### config.mk
export PLATFORM = sky130hd
export DESIGN_NAME = requant_unit
export DESIGN_NICKNAME = d
export VERILOG_FILES = /design/src/rtl/requant_unit.sv
export SDC_FILE = /design/constraint.sdc
export NUM_CORES = 2
export LEC_CHECK = 0
export CORE_MARGIN = 4
export CORE_UTILIZATION = 60
export CTS_BUF_LIST = sky130_fd_sc_hd__clkbuf_8 sky130_fd_sc_hd__clkbuf_16
export DETAILED_ROUTE_END_ITERATION = 8
export GPL_ROUTABILITY_DRIVEN = 0
export PLACE_DENSITY = 0.82
export SLEW_MARGIN = 20
export SYNTH_ARGS = -nofsm -noshare
export SYNTH_HDL_FRONTEND = slang
export SYNTH_SLANG_ARGS = --single-unit
### constraint.sdc
create_clock -name clk -period 11.3 [get_ports clk]
set_input_delay 1.13 -clock clk [delete_from_list [all_inputs] [get_ports clk]]
set_output_delay 1.13 -clock clk [all_outputs]
set_load 0.02 [all_outputs]
### src/rtl/requant_unit.sv
// requant_unit: 3-stage INT8 requantizer (bias add, multiply, round-half-up shift, zero point, clamp).
// Define REQUANT_RELU_EN to raise the lower clamp bound to the zero point (fused ReLU).
module requant_unit #(
  parameter int ACC_WIDTH   = 32,
  parameter int MULT_WIDTH  = 16,
  parameter int SHIFT_WIDTH = 6,
  parameter int CNT_WIDTH   = 16
) (
  input  logic                         clk,
  input  logic                         rst_n,
  input  logic signed [ACC_WIDTH-1:0]  acc_in,
  input  logic                         acc_valid,
  output logic                         acc_ready,
  input  logic signed [ACC_WIDTH-1:0]  bias,
  input  logic signed [MULT_WIDTH-1:0] mult,
  input  logic [SHIFT_WIDTH-1:0]       shift,
  input  logic signed [7:0]            zero_point,
  output logic signed [7:0]            q_out,
  output logic                         q_valid,
  input  logic                         q_ready,
  output logic                         sat_flag,
  output logic [CNT_WIDTH-1:0]         sat_count,
  input  logic                         sat_clr
);
  localparam int SW = ACC_WIDTH + 1;
  localparam int PW = SW + MULT_WIDTH;
  localparam int RW = PW + 1;
  localparam int VW = RW + 1;
  logic                         v1, v2, rdy1, rdy2, rdy3, sat_xfer, sat_nx;
  logic signed [SW-1:0]         sum1;
  logic signed [MULT_WIDTH-1:0] mult1;
  logic [SHIFT_WIDTH-1:0]       sh1, sh2;
  logic signed [7:0]            zp1, zp2, q_nx;
  logic signed [PW-1:0]         prod2;
  logic [7:0]                   s;
  logic signed [RW-1:0]         rnd, r;
  logic signed [VW-1:0]         v, lo, hi;
  assign rdy3      = !q_valid || q_ready;
  assign rdy2      = !v2 || rdy3;
  assign rdy1      = !v1 || rdy2;
  assign acc_ready = rdy1;
  assign sat_xfer  = q_valid && q_ready && sat_flag;
  always_comb begin
    s    = (8'(shift_clip_src(sh2)) > 8'd48) ? 8'd48 : 8'(sh2);
    rnd  = (s == 8'd0) ? '0 : RW'(1) <<< (s - 8'd1);
    r    = (RW'(prod2) + rnd) >>> s;
    v    = VW'(r) + VW'(zp2);
    hi   = VW'(127);
`ifdef REQUANT_RELU_EN
    lo   = VW'(zp2);
`else
    lo   = VW'(-128);
`endif
    q_nx   = (v > hi) ? 8'sd127 : (v < lo) ? lo[7:0] : v[7:0];
    sat_nx = (v > hi) || (v < lo);
  end
  function automatic logic [SHIFT_WIDTH-1:0] shift_clip_src(input logic [SHIFT_WIDTH-1:0] x);
    return x;
  endfunction
  // Valid bits move whenever the downstream slot is free; payloads only load behind a valid beat.
  always_ff @(posedge clk or negedge rst_n) begin
    if (!rst_n) begin
      v1    <= 1'b0;
      sum1  <= '0;
      mult1 <= '0;
      sh1   <= '0;
      zp1   <= '0;
    end else if (rdy1) begin
      v1 <= acc_valid;
      if (acc_valid) begin
        sum1  <= $signed({acc_in[ACC_WIDTH-1], acc_in}) + $signed({bias[ACC_WIDTH-1], bias});
        mult1 <= mult;
        sh1   <= shift;
        zp1   <= zero_point;
      end
    end
  end
  always_ff @(posedge clk or negedge rst_n) begin
    if (!rst_n) begin
      v2    <= 1'b0;
      prod2 <= '0;
      sh2   <= '0;
      zp2   <= '0;
    end else if (rdy2) begin
      v2 <= v1;
      if (v1) begin
        prod2 <= $signed({{MULT_WIDTH{sum1[SW-1]}}, sum1}) * $signed({{SW{mult1[MULT_WIDTH-1]}}, mult1});
        sh2   <= sh1;
        zp2   <= zp1;
      end
    end
  end
  always_ff @(posedge clk or negedge rst_n) begin
    if (!rst_n) begin
      q_valid  <= 1'b0;
      q_out    <= '0;
      sat_flag <= 1'b0;
    end else if (rdy3) begin
      q_valid <= v2;
      if (v2) begin
        q_out    <= q_nx;
        sat_flag <= sat_nx;
      end
    end
  end
  // Clear wins, but a saturated transfer in the same cycle still counts once.
  always_ff @(posedge clk or negedge rst_n) begin
    if (!rst_n) sat_count <= '0;
    else if (sat_clr) sat_count <= sat_xfer ? CNT_WIDTH'(1) : '0;
    else if (sat_xfer && !(&sat_count)) sat_count <= sat_count + CNT_WIDTH'(1);
  end
endmodule
==> results.py <==
metrics = {
    "critical_path": {
        "critical_path_required_ps": 11680,
        "timing.rr.start": "sh2[4]$_DFFE_PN0P_",
        "rrSetupSlack_ps": 700,
        "cp-start-kind": "flip-flop",
        "slowest_delay_ps": 760,
        "crit_top_cell": "nand2_1",
        "worstPathArrival_ps": 10980,
        "crit_path_max_fanout": 14,
        "critPathLaunch": "sh2[4]$_DFFE_PN0P_",
        "critPathKind": "reg2reg",
        "critPathSlowestCell": "a2111oi_0",
        "endpoint_kind": "flip-flop",
    },
    "timing": {
        "setup_ws_ps": 696,
        "fin_crit_sh_pct": 93.8,
        "worstMarginPinSlew_ps": 956,
        "fin_skew_ps": 17.1,
        "rsz0062_at_grt": "false",
        "final_max_slew_viol_count": 0,
        "setup_viol": 0,
        "hold_viol": 0,
        "min_period_ps": 10600,
        "slew_headroom_pct": 36.3,
        "tns_ps": 0,
        "fmax_mhz": 94.3,
    },
    "clock_network": {
        "cts_sinks": 154,
        "cts_tree": "built",
        "post_cts_buffers": 0,
        "clock_latency_ps": 500,
        "hold_buffers": 0,
        "htreeDepth": 4,
        "path_clk_slew_ps": 80,
        "clockRootBuffer": "clkbuf_16",
        "cts_resized": 0,
        "cts_made_buffers": 17,
        "clock_path_buffers": 2,
    },
    "synthesis": {
        "synth_area_leader_cell": "fa_1",
        "yosysWarnings": 0,
        "syn_inst": 4501,
        "synth_edf_count": 0,
        "synth_top_area_share_pct": 27.6,
        "synth_area_um2": 36400,
        "yosys-top-cells-area": "fa_1 (28%), dfrtp_1 (11%), ha_1 (8.6%)",
        "ys_types": 107,
        "avgSynthCellArea_um2": 8.09,
        "ys_seq_area_share_pct": 10.6,
        "synth.ff_latch_count": 154,
        "syn_nets": 5353,
        "ys_async_sr_fraction_pct": 100,
        "synth_top_flop_cell": "dfrtp_1",
    },
    "finish": {
        "finalNetCount": 5307,
        "n_antenna_cell": 0,
        "fin_area_um2": 38700,
        "drive_gt1_share_pct": 3.83,
        "multi_input_area_um2": 29600,
        "fillers": 4965,
        "utilization_pct": 64.2,
        "seqCellArea_um2": 3860,
        "syn2layout_area_growth_pct": 6.09,
    },
    "min_path": {
        "min_from": "zp1[7]$_DFFE_PN0P_",
        "hold_path.class": "reg2reg",
    },
    "global_routing": {
        "antenna_found_initial": 0,
        "grt_overflow_total": 0,
        "gr-usage-all-layers_pct": 32.9,
        "grt_pass1_vias": 32952,
        "grt_max_degree": 101,
        "grt_pass1_wl_um": 170000,
    },
    "placed_design": {
        "numPortBuffers": 125,
        "dpl.hpwl_um": 81200,
        "dp_slack_ps": 1280,
        "dpl_cell_area_um2": 38100,
    },
    "die": {
        "fp.dieW_um": 254,
        "die_area_um2": 64700,
        "rows": 90,
        "fp.dieH_um": 254,
        "core_um2": 60200,
        "ios": 126,
        "initial_core_util_pct": 60.5,
    },
    "outcome": {
        "status": "complete, no violations",
    },
    "detailed_routing": {
        "dr.pass1.iters": 9,
        "drt-initial-drc-count": 3524,
        "wl_per_cell_um": 20.1,
        "via_per_inst": 6.30,
        "vias": 33061,
        "drc": 0,
        "ant_nets": 0,
        "wirelength_um": 105000,
    },
    "flow_run": {
        "max-cap-violations": 0,
    },
}
## worst paths after layout
kind | endpoint | cells after the start
min | zp1[7]$_DFFE_PN0P_ | 2
max | sat_flag$_DFFE_PN0P_ | 34
max reg2reg | sat_flag$_DFFE_PN0P_ | 34
max in group asynchronous | mult1[11]$_DFFE_PN0P_ | 2
min reg2reg | zp1[7]$_DFFE_PN0P_ | 2
min in group asynchronous | q_out[4]$_DFFE_PN0P_ | 1
## layout make-up
| class | count | share of cell area (%) |
|---|---|---|
| multi-input combinational | 3560 | 76.6 |
| sequential | 154 | 9.98 |
| inverter | 558 | 5.42 |
| timing repair buffer | 164 | 4.00 |
| tap | 782 | 2.53 |
| clock buffer | 20 | 1.21 |
| clock inverter | 12 | 0.240 |
## worst max-delay path: cells and delay by family, from the launching register on
kind | cells | cell delay (ps)
mux | 1 | 540
flops | 1 | 380
fa+ha+maj | 3 | 1000
compound gates | 13 | 4380
simple gates | 14 | 3430
xor+xnor | 2 | 680
buf+inv | 1 | 80
## kinds of logic after synthesis
| logic type | count (synthesis) | share of synthesized area [%] |
|---|---|---|
| AO/OA/AOI/OAI | 953 | 17.3 |
| XOR/XNOR | 171 | 4.13 |
| adder cells (fa/ha/maj) | 753 | 36.2 |
| buffers and inverters | 787 | 8.23 |
| flip-flops | 154 | 10.6 |
| multiplexers | 100 | 3.10 |
| other | 1 | 0.0103 |
| AND/OR/NAND/NOR | 1582 | 20.4 |
## cell usage after synthesis (all sizes together), types with 48 or more instances
library cell / number
nand2: 709
inv: 555
fa: 503
nor2: 266
ha: 250
a21oi: 242
o21ai: 212
and2: 205
clkbuf: 193
dfrtp: 154
xnor2: 103
a21o: 98
nand3: 75
nor3: 70
xor2: 68
nand2b: 64
mux2i: 62
o211ai: 48
## layer usage
layer | GRT usage, % | part of all wire, % | vias to the layer above
met2 | 51.5 | 45 | 1940
li1 | - | - | 14924
met4 | 17.9 | 6.4 | 0
met1 | 42.3 | 39 | 15739
met3 | 8.07 | 10 | 458
met5 | 0 | 0 | -
## through the flow
step | hold WS (ps) | instances
6_report | 473 | 5250
5_1_grt | 516 | 5250
4_1_cts | 476 | 5250
3_5_place_dp | 459 | 5218
3_3_place_gp | 457 | 5218
2_1_floorplan | 442 | 4501
## cell usage in the layout, fill, tap and decap left out, types with 32 or more instances in the layout
master and count:
xnor2_1 103, o211ai_1 48, fa_1 503, a31oi_1 32, ha_1 250, and3_1 35
inv_1 555, nor2_1 265, xor2_1 67, a21o_1 97, a21oi_1 239, buf_4 39
clkdlybuf4s50_1 124, and2_1 202, nand2_1 706, mux2i_1 61, dfrtp_1 150, nand3_1 75
nand4_1 45, o21ai_0 192, nand2b_1 64, a211oi_1 40, o21a_1 39, nor3_1 68
## sequential cells by signal (all words and copies together) (netlist names), 6 cells and up
| name | flops |
|---|---|
| zp1 | 8 |
| prod2 | 49 |
| q_out | 8 |
| sh1 | 6 |
| zp2 | 8 |
| sh2 | 6 |
| sat_count | 16 |
| sum1 | 33 |
| mult1 | 16 |
Power is left out: the tool's default activity adds up to more than one toggle a clock period on the data nets, which glitch-free logic cannot reach.
